[config.mk]
export PLATFORM = sky130hd
export DESIGN_NAME = mux_scan_ctrl
export DESIGN_NICKNAME = d
export VERILOG_FILES = /design/src/rtl/mux_scan_ctrl.sv
export SDC_FILE = /design/constraint.sdc
export NUM_CORES = 1
export LEC_CHECK = 0
export ABC_AREA = 1
export CORE_MARGIN = 1.5
export CORE_UTILIZATION = 25
export DETAILED_ROUTE_END_ITERATION = 8
export DONT_BUFFER_PORTS = 1
export SYNTH_ARGS = -nofsm -noshare
export SYNTH_HDL_FRONTEND = slang
export SYNTH_SLANG_ARGS = --single-unit
export TNS_END_PERCENT = 30
[constraint.sdc]
create_clock -name clk -period 2.44 [get_ports clk]
set_input_delay 0.488 -clock clk [delete_from_list [all_inputs] [get_ports clk]]
set_output_delay 0.488 -clock clk [all_outputs]
set_load 0.05 [all_outputs]
[src/rtl/mux_scan_ctrl.sv]
// mux_scan_ctrl: walks the 16-to-1 selector through channels 0..15, waits a
// programmable settle time on each enabled channel, samples the selector
// output once, and hands the assembled 16-bit word downstream.
//
// Handshake: data/valid are held stable while valid=1; a transfer happens on
// any rising edge where valid=1 and ready=1, after which valid drops. ready
// while valid=0 is ignored. start is honoured only while idle (busy=0).
module mux_scan_ctrl #(
    parameter int SETTLE_CYC = 8 // cycles sel is held before sampling, 1..255
) (
    input  logic        clk,
    input  logic        rst,
    input  logic        start,
    input  logic [15:0] mask,
    output logic [3:0]  sel,
    input  logic        mux_out,
    output logic [15:0] data,
    output logic        valid,
    input  logic        ready,
    output logic        busy,
    output logic [1:0]  state_dbg
);

    typedef enum logic [1:0] {
        IDLE = 2'd0,
        CH   = 2'd1,
        DONE = 2'd2
    } state_t;

    localparam logic [7:0] SETTLE = 8'(SETTLE_CYC);

    state_t      state;
    logic [7:0]  cnt;
    logic [15:0] mask_q;
    // Bits 0..14 of the word under construction; bit 15 goes straight to data.
    logic [14:0] asm_q;

    logic ch_en;
    logic ch_done;
    logic ch_bit;

    // Current-channel decode: masked channels finish at once and contribute 0;
    // enabled channels finish (and sample mux_out) only when the settle count is reached.
    always_comb begin
        ch_en   = mask_q[sel];
        ch_done = !ch_en || (cnt == SETTLE);
        ch_bit  = ch_en && mux_out;
    end

    assign state_dbg = state;

    // Scan sequencer with registered outputs.
    always_ff @(posedge clk or posedge rst) begin
        if (rst) begin
            state  <= IDLE;
            sel    <= 4'd0;
            cnt    <= 8'd0;
            mask_q <= 16'h0000;
            asm_q  <= 15'h0000;
            data   <= 16'h0000;
            valid  <= 1'b0;
            busy   <= 1'b0;
        end else begin
            case (state)
                IDLE: begin
                    if (start) begin
                        mask_q <= mask;
                        sel    <= 4'd0;
                        cnt    <= 8'd0;
                        busy   <= 1'b1;
                        state  <= CH;
                    end
                end
                CH: begin
                    if (!ch_done) begin
                        cnt <= cnt + 8'd1;
                    end else if (sel != 4'd15) begin
                        asm_q[sel] <= ch_bit;
                        sel        <= sel + 4'd1;
                        cnt        <= 8'd0;
                    end else begin
                        data  <= {ch_bit, asm_q};
                        valid <= 1'b1;
                        state <= DONE;
                    end
                end
                DONE: begin
                    if (ready) begin
                        valid <= 1'b0;
                        busy  <= 1'b0;
                        state <= IDLE;
                    end
                end
                default: begin
                    state <= IDLE;
                end
            endcase
        end
    end

endmodule

=== After elaboration in Yosys (flattened, before gate mapping) ===
Cells that the tools add are included.

* Logic and storage cells: 63
* Output and inout port bits: 24
* Input port bits: 21
* Register bits: 63

* Reduce and logical (&&, ||, !) cells: 16
* Equality and inequality tests: 10
* $add $sub $neg: 2
* $lt $le $gt $ge: 2
* Bitwise logic cells: 1
* Muxes and demuxes: 24

{| class="wikitable"
|+ Operators by type and width
! cell !! count
|-
| 8-bit 2-to-1 mux || 3
|-
| 8-bit one-hot mux with 2 select lines || 1
|-
| 15-bit bitwise mux || 1
|-
| 4-bit 2-to-1 mux || 3
|-
| 3-bit AND reduction || 4
|-
| 4-bit AND reduction || 3
|-
| 2-bit != test (second input constant) || 5
|-
| 8-bit by 1-bit adder with 8-bit output (second input constant) || 1
|-
| 8-bit by 4-bit equality test with 1-bit output (second input constant) || 1
|-
| 2-bit 2-to-1 mux || 4
|-
| 4-bit one-hot mux with 2 select lines || 1
|-
| 1-bit 2-to-1 mux || 6
|-
| 2-bit one-hot mux with 3 select lines || 1
|-
| 2-bit nonzero test || 3
|-
| 4-bit by 5-bit less-than comparator with 1-bit output (second input constant) || 1
|-
| 4-bit by 1-bit adder with 4-bit output (second input constant) || 1
|-
| 1-bit binary-select mux with 4-bit select || 1
|-
| 1-bit demux with 4-bit select || 1
|-
| 4-bit by 1-bit >= comparator with 1-bit output (second input constant) || 1
|-
| 4-bit != test (second input constant) || 1
|-
| 1-bit one-hot mux with 2 select lines || 2
|-
| 3-bit != test (second input constant) || 1
|-
| 2-bit by 1-bit equality test with 1-bit output (second input constant) || 1
|-
| 2-bit equality test (second input constant) || 1
|-
| other kinds (6) || 7
|}

=== Longest topological paths before layout ===
Gate-level depths: netlist (run 1).

* Depth in word-level cells: 6
* Gate-level depth with buffers: 12
* Mapped depth without buffers: 12

=== Worst setup path before layout (run 1) ===
Ideal clock, no wire load.

* Kind: register to register
* From: register sel[1]
* To: register asm_q[14]
* Arrival: 1.888 ns
* Period minus slack after synthesis: 2.007 ns
* Library setup time: 0.119 ns
* Stages on the path, launching flop included: 11
* Buffers on the path: 1
* Data required time: 2.321 ns
* Slack: 0.433 ns
* Cells stage by stage: dfrtp_1 inv_1 nand3_1 nand2_1 nand2_1 nand2_2 o21ai_4 buf_4 nand3_1 nand2_1 nand2_1

* Longest elaborated chain between the ends: 5
* Elaborated cells on any way between the ends: 13
* Those cells by class: order compare: 2; eq/ne: 1; mux: 5; reduce/logical: 5

{| class="wikitable"
|+ Ends and longest elaborated chain
! what !! RTL line !! RTL
|-
| start, declared || 15 || <nowiki>output logic [3:0] sel,</nowiki>
|-
| start signal, assigned || 79 || <nowiki>sel <= sel + 4'd1;</nowiki>
|-
| 4-bit by 5-bit less-than comparator with 1-bit output (implied by the code) (tied with other cells) || 78 || <nowiki>asm_q[sel] <= ch_bit;</nowiki>
|-
| 1-bit logical AND (implied by the code) or 1-bit 2-to-1 mux (tied branches) || 78, 45 ||
|-
| 1-bit 2-to-1 mux (implied by the code) or 1-bit logical NOT (tied branches) || 78, 46 ||
|-
| 1-bit demux with 4-bit select or 1-bit logical OR (tied branches) || 78, 46 ||
|-
| 15-bit bitwise mux or 3-bit AND reduction (tied branches) || n/a ||
|-
| end signal, assigned by index || 78 ||
|-
| end, declared || 36 || <nowiki>logic [14:0] asm_q;</nowiki>
|}

Parallel ways exist; a longest one is shown, timed or not. The select of a mux whose other input is x is not followed.
A chain may end at the register's enable or synchronous reset.

=== Worst setup path after layout (run 1) ===
* From: register sel[0]
* To: register sel[2]

* Longest elaborated chain between the ends: 6
* Elaborated cells on any way between the ends: 12
* Those cells by class: add/sub: 1; eq/ne: 3; mux: 5; reduce/logical: 3

{| class="wikitable"
|+ Ends and longest elaborated chain
! what !! RTL line !! RTL
|-
| 1-bit binary-select mux with 4-bit select || 45 || <nowiki>ch_en = mask_q[sel];</nowiki>
|-
| 1-bit 2-to-1 mux (implied by the code) || 45 ||
|-
| 1-bit logical NOT || 46 || <nowiki>ch_done = !ch_en || (cnt == SETTLE);</nowiki>
|-
| 1-bit logical OR || 46 ||
|-
| 2-bit != test (no source line) || n/a ||
|-
| 4-bit AND reduction (no source line) || n/a ||
|}

Parallel ways exist; a longest one is shown, timed or not. The select of a mux whose other input is x is not followed.

==> summary.md, run 1 <==
| Metric | Value |
|---|---|
| Worst-Margin Slew | 844.1 ps |
| Max frequency | 0.4728 GHz |
| Diode count | 0 |
| Die area | between 0.01 and 0.015 mm2 |
| Cell repeated most along the worst path | nand2_1 |
| Gp weighted congestion | 0.8601 |
| Final setup fails | 0 |
| Hold Vio Cnt, Final | 0 |
| IO Port Bufs | 0 |
| Max-slew violations | 0 |
| Resized cells post-CTS | 0 |
| Crit Path Category | flip-flop to flip-flop |
| Synth Cell Area | ~0.0032 mm2 |
| Vias per inst | about 4.5 |
| Post-CTS Setup Bufs | 0 |
| WP data arrival | between 2000 and 2500 ps |
| Worst Setup End Kind | flip-flop |
| Area leader, netlist | dfrtp_1 |
| Total Routing Usage GR | between 10% and 20% |
| Status | complete, no violations |
| ANT nets after route | 0 |
| Cell area power density | 1493 mW/mm2 |
| Fill cell count | approximately 1.3k |
| Synthesized instance count | ~400 |
| Yosys warns | 0 |
| Synthesized Nets | about 430 |
| Commonest non-fill, non-tap cells in the layout | nand2_1 (139), dfrtp_1 (63), nand3_1 (53) |
| Relative slew slack | between 40% and 50% |
| Unrepaired setup endpoints after global routing | no |
| Footprint of the multi-input gates | between 0.001 and 0.0015 mm2 |
| Register area | 0.001577 mm2 |
| Routed WL | a little over 7000 um |
| CTS tree | yes |
| Initial antenna violation count | 0 |
| Total CTS buffers | 9 |
| H-tree depth | 3 |
| Max_cap viols | 0 |
| CP max stage cell | dfrtp_1 |
| Via count | 2591 |
| Final #Nets | between 400 and 500 |
| Ranking of synthesized cells by area | dfrtp_1 (50%), nand2_1 (17%), nand3_1 (8.4%), inv_1 (4.8%), nand4_1 (4.0%) |
| Max VDD drop | between 0.0006 and 0.0007 V |
| Area delta synth->final | 16.38% |
| Area of the core | between 0.01 and 0.015 mm2 |
| Part of the cycle the worst path needs | between 80% and 90% |
| Layout cells sized above 1 | under 10% |
| Initial core utilization | between 20% and 30% |
| Worst-path cell chain | buf_4 > ha_1 > nand2_1 > nand2_1 > inv_1 > nor2_2 > inv_1 > nand2_1 > nand2_1 > nand2_1 |
| Sequential fraction of the synthesis area | between 40% and 50% |
| CP Max Fanout | 11 |
| Worst min path class | input pin to asynchronous set/reset pin |
| CTS clock-pin slew for the worst setup and hold paths | around 50 ps |
| Die H | about 120 um |
| #FFs+latches synth | 63 |
| Die X | roughly 120 um |
| Crit path time final | 2115 ps |
| Post-detail-place hpwl | roughly 5000 um |
| CTS root buf | clkbuf_16 |
| DRT Pass-1 Iters | 4 |
| Most common cell after layout, fill and taps aside | nand2_1 |
| CP peak stage delay | between 500 and 600 ps |
| Top-area cell type share of the netlist area | about half |
| CTS hold repair buffers | 0 |
| Worst skew pair latency | around 330 ps |
| Tot Pwr | roughly 5.5 mW |
| Worst EP required | around 2700 ps |
| Synthesized area per cell | about 7.8 um2 |
| Setup TNS | 0 ps |
| Largest net degree at the start of global routing | 41 |
| Routed len/inst | 12.17 um |
| First-pass GRT wire length | roughly 12000 um |
| Clock buffer depth | 2 |
| Rows | 40 |
| Type of origin of the critical path | flip-flop |
| DRC viols | 0 |
| I/O pin count | 45 |
| Reg2reg setup slack | 330 ps |
| Total gr overflow | 0 |
| Clk_skew | around 5.5 ps |
| Number of distinct library cells after synthesis | 24 |
| Vias in the first global route | ~2.5k |
| Lkg Pwr | 1.857 nW |
| Count of clock tree sinks | 63 |
| DRT iter0 DRCs | between 200 and 250 |
-- metal layers --
layer / global-route usage (%) / wire length [um] / part of all wire (%)
met2: 18.82 / 3286 / 46
met4: 5.103 / 120 / 1.7
met3: 4.902 / 489 / 6.9
met1: 14.60 / 3190 / 45
met5: 0 / 0 / 0
-- final timing paths --
kind                            startpoint      endpoint  depth (start not counted)
worst max register to register      sel[0]        sel[2]                         10
min in group clk                     ready  state_dbg[1]                          1
max in group asynchronous              rst    mask_q[15]                          2
worst min-delay path                   rst      asm_q[6]                          1
worst max-delay path                sel[0]        sel[2]                         10
worst min register to register    asm_q[1]      asm_q[1]                          2
-- critical path, delay by kind of cell (launching register included) --
family	cells	cell delay [ps]
DFF	1	540
adders and majority gates	1	250
buffers and inverters	3	520
and+or+nand+nor	6	750
-- power by group --
| group | internal (mW) | switching (mW) | leakage, nW | total, mW |
|---|---|---|---|---|
| Clock | 0.765 | 0.422 | 0.136 | 1.19 |
| Sequential | 1.45 | 0.644 | 0.788 | 2.10 |
| Combinational | 0.699 | 1.50 | 0.934 | 2.19 |
| Total | 2.92 | 2.56 | 1.86 | 5.48 |
-- per-stage QoR --
step,utilization [%],instances,instance area (um2),hold slack (ps),setup WS (ps)
2_1_floorplan,-,402,3154,449.8,382.3
3_3_place_gp,27.90,567,3393,462.6,415.0
3_5_place_dp,27.90,567,3393,467.0,340.4
4_1_cts,30.19,582,3671,233.6,323.2
5_1_grt,30.19,582,3671,226.3,28.73
6_report,30.19,582,3671,212.9,325.1
-- cell families after synthesis --
family | share of synthesized area [%]
buffers and inverters | 7.972
flip-flops | 49.98
adder cells (fa/ha/maj) | 2.380
AO/OA/AOI/OAI | 3.570
AND/OR/NAND/NOR | 33.88
XOR/XNOR | 2.221
-- cell type report --
class / instances / area share (%)
inverters: 42 / 4.294
flip-flops and latches: 63 / 42.94
well taps: 168 / 5.726
repair buffers: 13 / 3.340
multi-input cells: 281 / 36.13
clock buffers: 15 / 7.566
-- state kept, by name (all words and copies together), names as in the netlist --
| register | cells |
|---|---|
| valid | 1 |
| busy | 1 |
| asm_q | 15 |
| sel | 4 |
| state_dbg | 2 |
| data | 16 |
| cnt | 8 |
| mask_q | 16 |
-- synth_stat cells --
cell	n
nand2_4	1
nor2_2	2
nand2_1	139
o31ai_1	1
ha_1	6
buf_1	3
a21oi_2	1
nor4_1	1
clkinv_1	1
clkbuf_1	3
inv_1	40
o21ai_4	1
buf_2	3
buf_6	1
inv_2	1
nand4_1	20
nand2_2	1
nand3_1	53
dfrtp_1	63
o21ai_0	16
nor2_1	30
nor3b_1	1
xor2_1	8
buf_4	6
(Power assumes the default switching activity.)
==> inputs of run 2 (changes only) <==
Settings changed: GPL_TIMING_DRIVEN set to 0, PLACE_DENSITY set to 0.39.
==> summary.md, run 2 (synthesis results as in run 1) <==
| Metric | Value |
|---|---|
| Status | complete, no violations |
| Lkg Pwr | ~1.8 nW |
| WP data arrival | approximately 2500 ps |
| Diode count | 0 |
| Count of clock tree sinks | 63 |
| Worst EP required | about 2700 ps |
| Die X | 115.3 um |
| Most common cell after layout, fill and taps aside | nand2_1 |
| Total gr overflow | 0 |
| WHS | approximately 200 ps |
| Routed WL | between 7000 and 8000 um |
| Die H | between 100 and 150 um |
| DRC viols | 0 |
| Cell area power density | approximately 1500 mW/mm2 |
| DRT iter0 DRCs | slightly above 90 |
| Rows | 40 |
| Worst-Margin Slew | 811.3 ps |
| Largest net degree at the start of global routing | 64 |
| Tot Pwr | approximately 5.5 mW |
| Relative slew slack | around 46% |
| Unrepaired setup endpoints after global routing | no |
| CTS hold repair buffers | 0 |
| Final #Nets | 440 |
| Worst Setup End Kind | flip-flop |
| Die area | 0.01330 mm2 |
| Hold Vio Cnt, Final | 0 |
| Post-CTS Setup Bufs | 0 |
| Clk_skew | slightly below 9 ps |
| CTS tree | yes |
| Max-slew violations | 0 |
| Worst skew pair latency | 330 ps |
| Post-detail-place hpwl | between 5000 and 6000 um |
| Clock buffer depth | 2 |
| Vias per inst | 4.333 |
| Final setup fails | 0 |
| Part of the cycle the worst path needs | roughly nine tenths |
| Routed len/inst | roughly 13 um |
| Crit Path Category | flip-flop to flip-flop |
| ANT nets after route | 0 |
| Max frequency | around 0.45 GHz |
| Type of origin of the critical path | flip-flop |
| Dpl cell area | ~0.0034 mm2 |
| Resized cells post-CTS | 2 |
| Gp weighted congestion | about 0.73 |
| First-pass GRT wire length | between 10000 and 15000 um |
| Max VDD drop | between 0.0004 and 0.0005 V |
| Fill cell count | roughly 1.3k |
| IO Port Bufs | 0 |
| Final instance area | around 0.0036 mm2 |
| Via count | between 2k and 3k |
| Commonest non-fill, non-tap cells in the layout | nand2_1 (139), dfrtp_1 (59), nand3_1 (53) |
| I/O pin count | 45 |
| Dpl ws | -93.13 ps |
| CTS root buf | clkbuf_16 |
| Util after Layout | ~30% |
| Area delta synth->final | 15.55% |
| Layout cells sized above 1 | between 8 and 9% |
| Vias in the first global route | 2682 |
| Initial core utilization | between 20% and 30% |
| Max_cap viols | 0 |
| H-tree depth | 3 |
| Crit path time final | roughly 2200 ps |
| Total Routing Usage GR | around an eighth |
| CTS clock-pin slew for the worst setup and hold paths | 60 ps |
| Worst min path class | input pin to asynchronous set/reset pin |
| DRT Pass-1 Iters | 4 |
| Top flop regs | data x16, mask_q x16, asm_q x15 |
| Area of the core | between 0.01 and 0.015 mm2 |
| Post-route setup slack | roughly 200 ps |
| Initial antenna violation count | 0 |
| CP Max Fanout | 10 |
| Total CTS buffers | 9 |
[run 2: through the flow]
step | std cells | setup TNS (ps)
2_1_floorplan | 402 | 0
3_3_place_gp | 570 | -34940
3_5_place_dp | 570 | -1666
4_1_cts | 585 | 0
5_1_grt | 585 | 0
6_report | 585 | 0
[run 2: critical path: stages (launching register included)]
cell and delay [ps]:
dfrtp_1 700, nand2_1 240, clkinv_1 240, nand2_1 80
inv_1 160, buf_1 420, nand3_1 150, nand2_1 80
nand2_1 50
[run 2: power breakdown]
group	switching (mW)	internal, mW	leakage (nW)
Clock	0.461	0.703	0.131
Sequential	0.792	1.45	0.782
Combinational	1.41	0.652	0.915
[run 2: area by class of cell]
| type | instances | area, um2 | share of cell area (%) |
|---|---|---|---|
| Inverter | 42 | 160.2 | 4.394 |
| Sequential cell | 63 | 1582 | 43.39 |
| Clock buffer | 11 | 242.7 | 6.660 |
| Buffer | 16 | 93.84 | 2.575 |
| Tap cell | 168 | 210.2 | 5.767 |
| Multi-Input combinational cell | 281 | 1334 | 36.59 |
| Clock inverter | 4 | 22.52 | 0.6179 |
[run 2: worst paths after layout]
check	startpoint	endpoint	slack (ps)	cells past startpoint
setup / recovery	state_dbg[0]	asm_q[6]	200	8
max in group asynchronous	rst	sel[0]	1680	1
hold reg to reg	asm_q[14]	asm_q[14]	480	2
hold / removal	rst	data[3]	200	1
min in group clk	ready	state_dbg[1]	230	1
setup reg to reg	state_dbg[0]	asm_q[6]	200	8
[run 2: routing by layer]
layer | share of wire (%) | track usage (%)
met1 | 48 | 16.26
met4 | 1.8 | 5.021
met2 | 46 | 21.85
met3 | 3.8 | 3.795
met5 | 0 | 0
==> inputs of run 3 (changes only) <==
Settings changed: DONT_BUFFER_PORTS 1 to not set, PLACE_DENSITY 0.39 to 0.44.
==> summary.md, run 3 (synthesis results as in run 1) <==
| Metric | Value |
|---|---|
| Worst EP required | between 1500 and 2000 ps |
| Die H | between 100 and 150 um |
| Count of buffer and inverter cells on the critical path | 1 |
| Max frequency | around 0.45 GHz |
| Routed len/inst | approximately 12 um |
| Max-slew violations | 0 |
| Lkg Pwr | a little over 2 nW |
| Final #Nets | approximately 480 |
| Die area | about 0.013 mm2 |
| Total Routing Usage GR | between 10% and 20% |
| Worst min path class | flip-flop to flip-flop |
| Most common cell after layout, fill and taps aside | nand2_1 |
| CP peak stage delay | 870 ps |
| Worst Setup End Kind | primary output |
| H-tree depth | 3 |
| WP data arrival | approximately 1700 ps |
| CP Max Fanout | 9 |
| Dpl ws | 355.5 ps |
| Fill cell count | approximately 1.3k |
| Status | complete, no violations |
| Commonest non-fill, non-tap cells in the layout | nand2_1 (139), dfrtp_1 (63), nand3_1 (53) |
| Type of origin of the critical path | flip-flop |
| DRT iter0 DRCs | between 150 and 200 |
| CTS clock-pin slew for the worst setup and hold paths | 50 ps |
| Total gr overflow | 0 |
| Max VDD drop | about 0.00046 V |
| Vias per inst | around 4.3 |
| Max_cap viols | 0 |
| Via count | about 2.7k |
| Cells after DPL | a little over 600 |
| Largest net degree at the start of global routing | 64 |
| ANT nets after route | 0 |
| CTS hold repair buffers | 0 |
| Register area | between 0.0015 and 0.002 mm2 |
| Worst-Margin Slew | ~800 ps |
| Initial core utilization | between 20% and 30% |
| CTS tree | yes |
| Resized cells post-CTS | 0 |
| CP max stage cell | clkdlybuf4s50_1 |
| Total CTS buffers | 9 |
| Worst-path cell chain | clkdlybuf4s50_1 |
| Post-route setup slack | ~210 ps |
| Clk_skew | between 8 and 9 ps |
| Die X | about 120 um |
| Post-detail-place hpwl | between 5000 and 6000 um |
| Hold Vio Cnt, Final | 0 |
| Relative slew slack | between 40% and 50% |
| Area delta synth->final | 32.01% |
| Worst skew pair latency | 330 ps |
| Initial antenna violation count | 0 |
| Cell area power density | around 1500 mW/mm2 |
| CTS root buf | clkbuf_16 |
| IO Port Bufs | 44 |
| Gp weighted congestion | between 0.7 and 0.8 |
| Crit Path Category | flip-flop to primary output |
| Area of the core | around 0.012 mm2 |
| Finished Layout Cells | between 600 and 700 |
| Vias in the first global route | between 2k and 3k |
| Layout cells sized above 1 | approximately 7.4% |
| Top flop regs | data x16, mask_q x16, asm_q x15 |
| Final setup fails | 0 |
| I/O pin count | 45 |
| Rows | 40 |
| Diode count | 0 |
| Footprint of the multi-input gates | 0.001326 mm2 |
| Unrepaired setup endpoints after global routing | no |
| Clock buffer depth | 2 |
| DRC viols | 0 |
| Post-CTS Setup Bufs | 0 |
| First-pass GRT wire length | between 10000 and 15000 um |
| Crit path time final | approximately 2200 ps |
| Routed WL | between 7000 and 8000 um |
| Delay-heaviest family, CP | buffers and inverters |
| DRT Pass-1 Iters | 4 |
| Count of clock tree sinks | between 60 and 70 |
| Part of the cycle the worst path needs | between 90% and 100% |
-- run 3: cell types whose count changed in the layout (fill, tap and decap cells not counted) --
| cell | change |
|---|---|
| clkdlybuf4s50_1 | +44 |
| dfrtp_1 | +4 |
| dfrtp_2 | -4 |
| bufinv_16 | +3 |
| clkinv_2 | -2 |
| clkbuf_1 | -1 |
| clkbuf_8 | +1 |
| clkinv_4 | +1 |
| clkinvlp_4 | -1 |
| nor2_1 | +1 |
| nor2_4 | -1 |
-- run 3: layout make-up --
| cell class | instances | share of cell area [%] |
|---|---|---|
| well taps | 168 | 5.048 |
| clock inverters | 5 | 2.494 |
| clock buffers | 11 | 6.070 |
| flip-flops and latches | 63 | 37.86 |
| inverters | 42 | 3.846 |
| plain buffers | 16 | 2.254 |
| repair buffers | 44 | 10.58 |
| multi-input cells | 281 | 31.85 |
-- run 3: final timing paths --
path                        endpoint  cells after the start  slack, ps    start
max                           sel[1]                      1        210   sel[1]
min                          data[2]                      2        460  data[2]
max reg2reg                asm_q[14]                     10        410   sel[1]
min reg2reg                  data[2]                      2        460  data[2]
max in group asynchronous     cnt[7]                      2       1240      rst
min in group asynchronous    data[6]                      2        680      rst
-- run 3: metal layers --
layer | up-vias | track usage, % | routed length, um
li1 | 1393 | - | -
met1 | 1237 | 17.83 | 3795
met2 | 58 | 20.47 | 3599
met3 | 9 | 3.268 | 324
met4 | 0 | 3.951 | 104
met5 | - | 0 | 0
-- run 3: through the flow --
step | hold WS, ps | power [mW] | area [um2] | util (%) | TNS, ps
global placement | 452.7 | 4.625 | 3805 | 31.29 | -56920
CTS | 471.5 | 6.201 | 4164 | 34.24 | 0
detailed placement | 457.5 | 4.640 | 3807 | 31.31 | 0
finish | 463.6 | 6.139 | 4164 | 34.24 | 0
global route | 488.9 | 6.612 | 4164 | 34.24 | 0
floorplan | 449.8 | 3.762 | 3154 | - | 0
-- run 3: power by group --
group	internal, mW	switching, mW	leakage [nW]
logic	0.912	1.99	1.08
registers	1.46	0.250	0.788
clock network	1.05	0.475	0.176
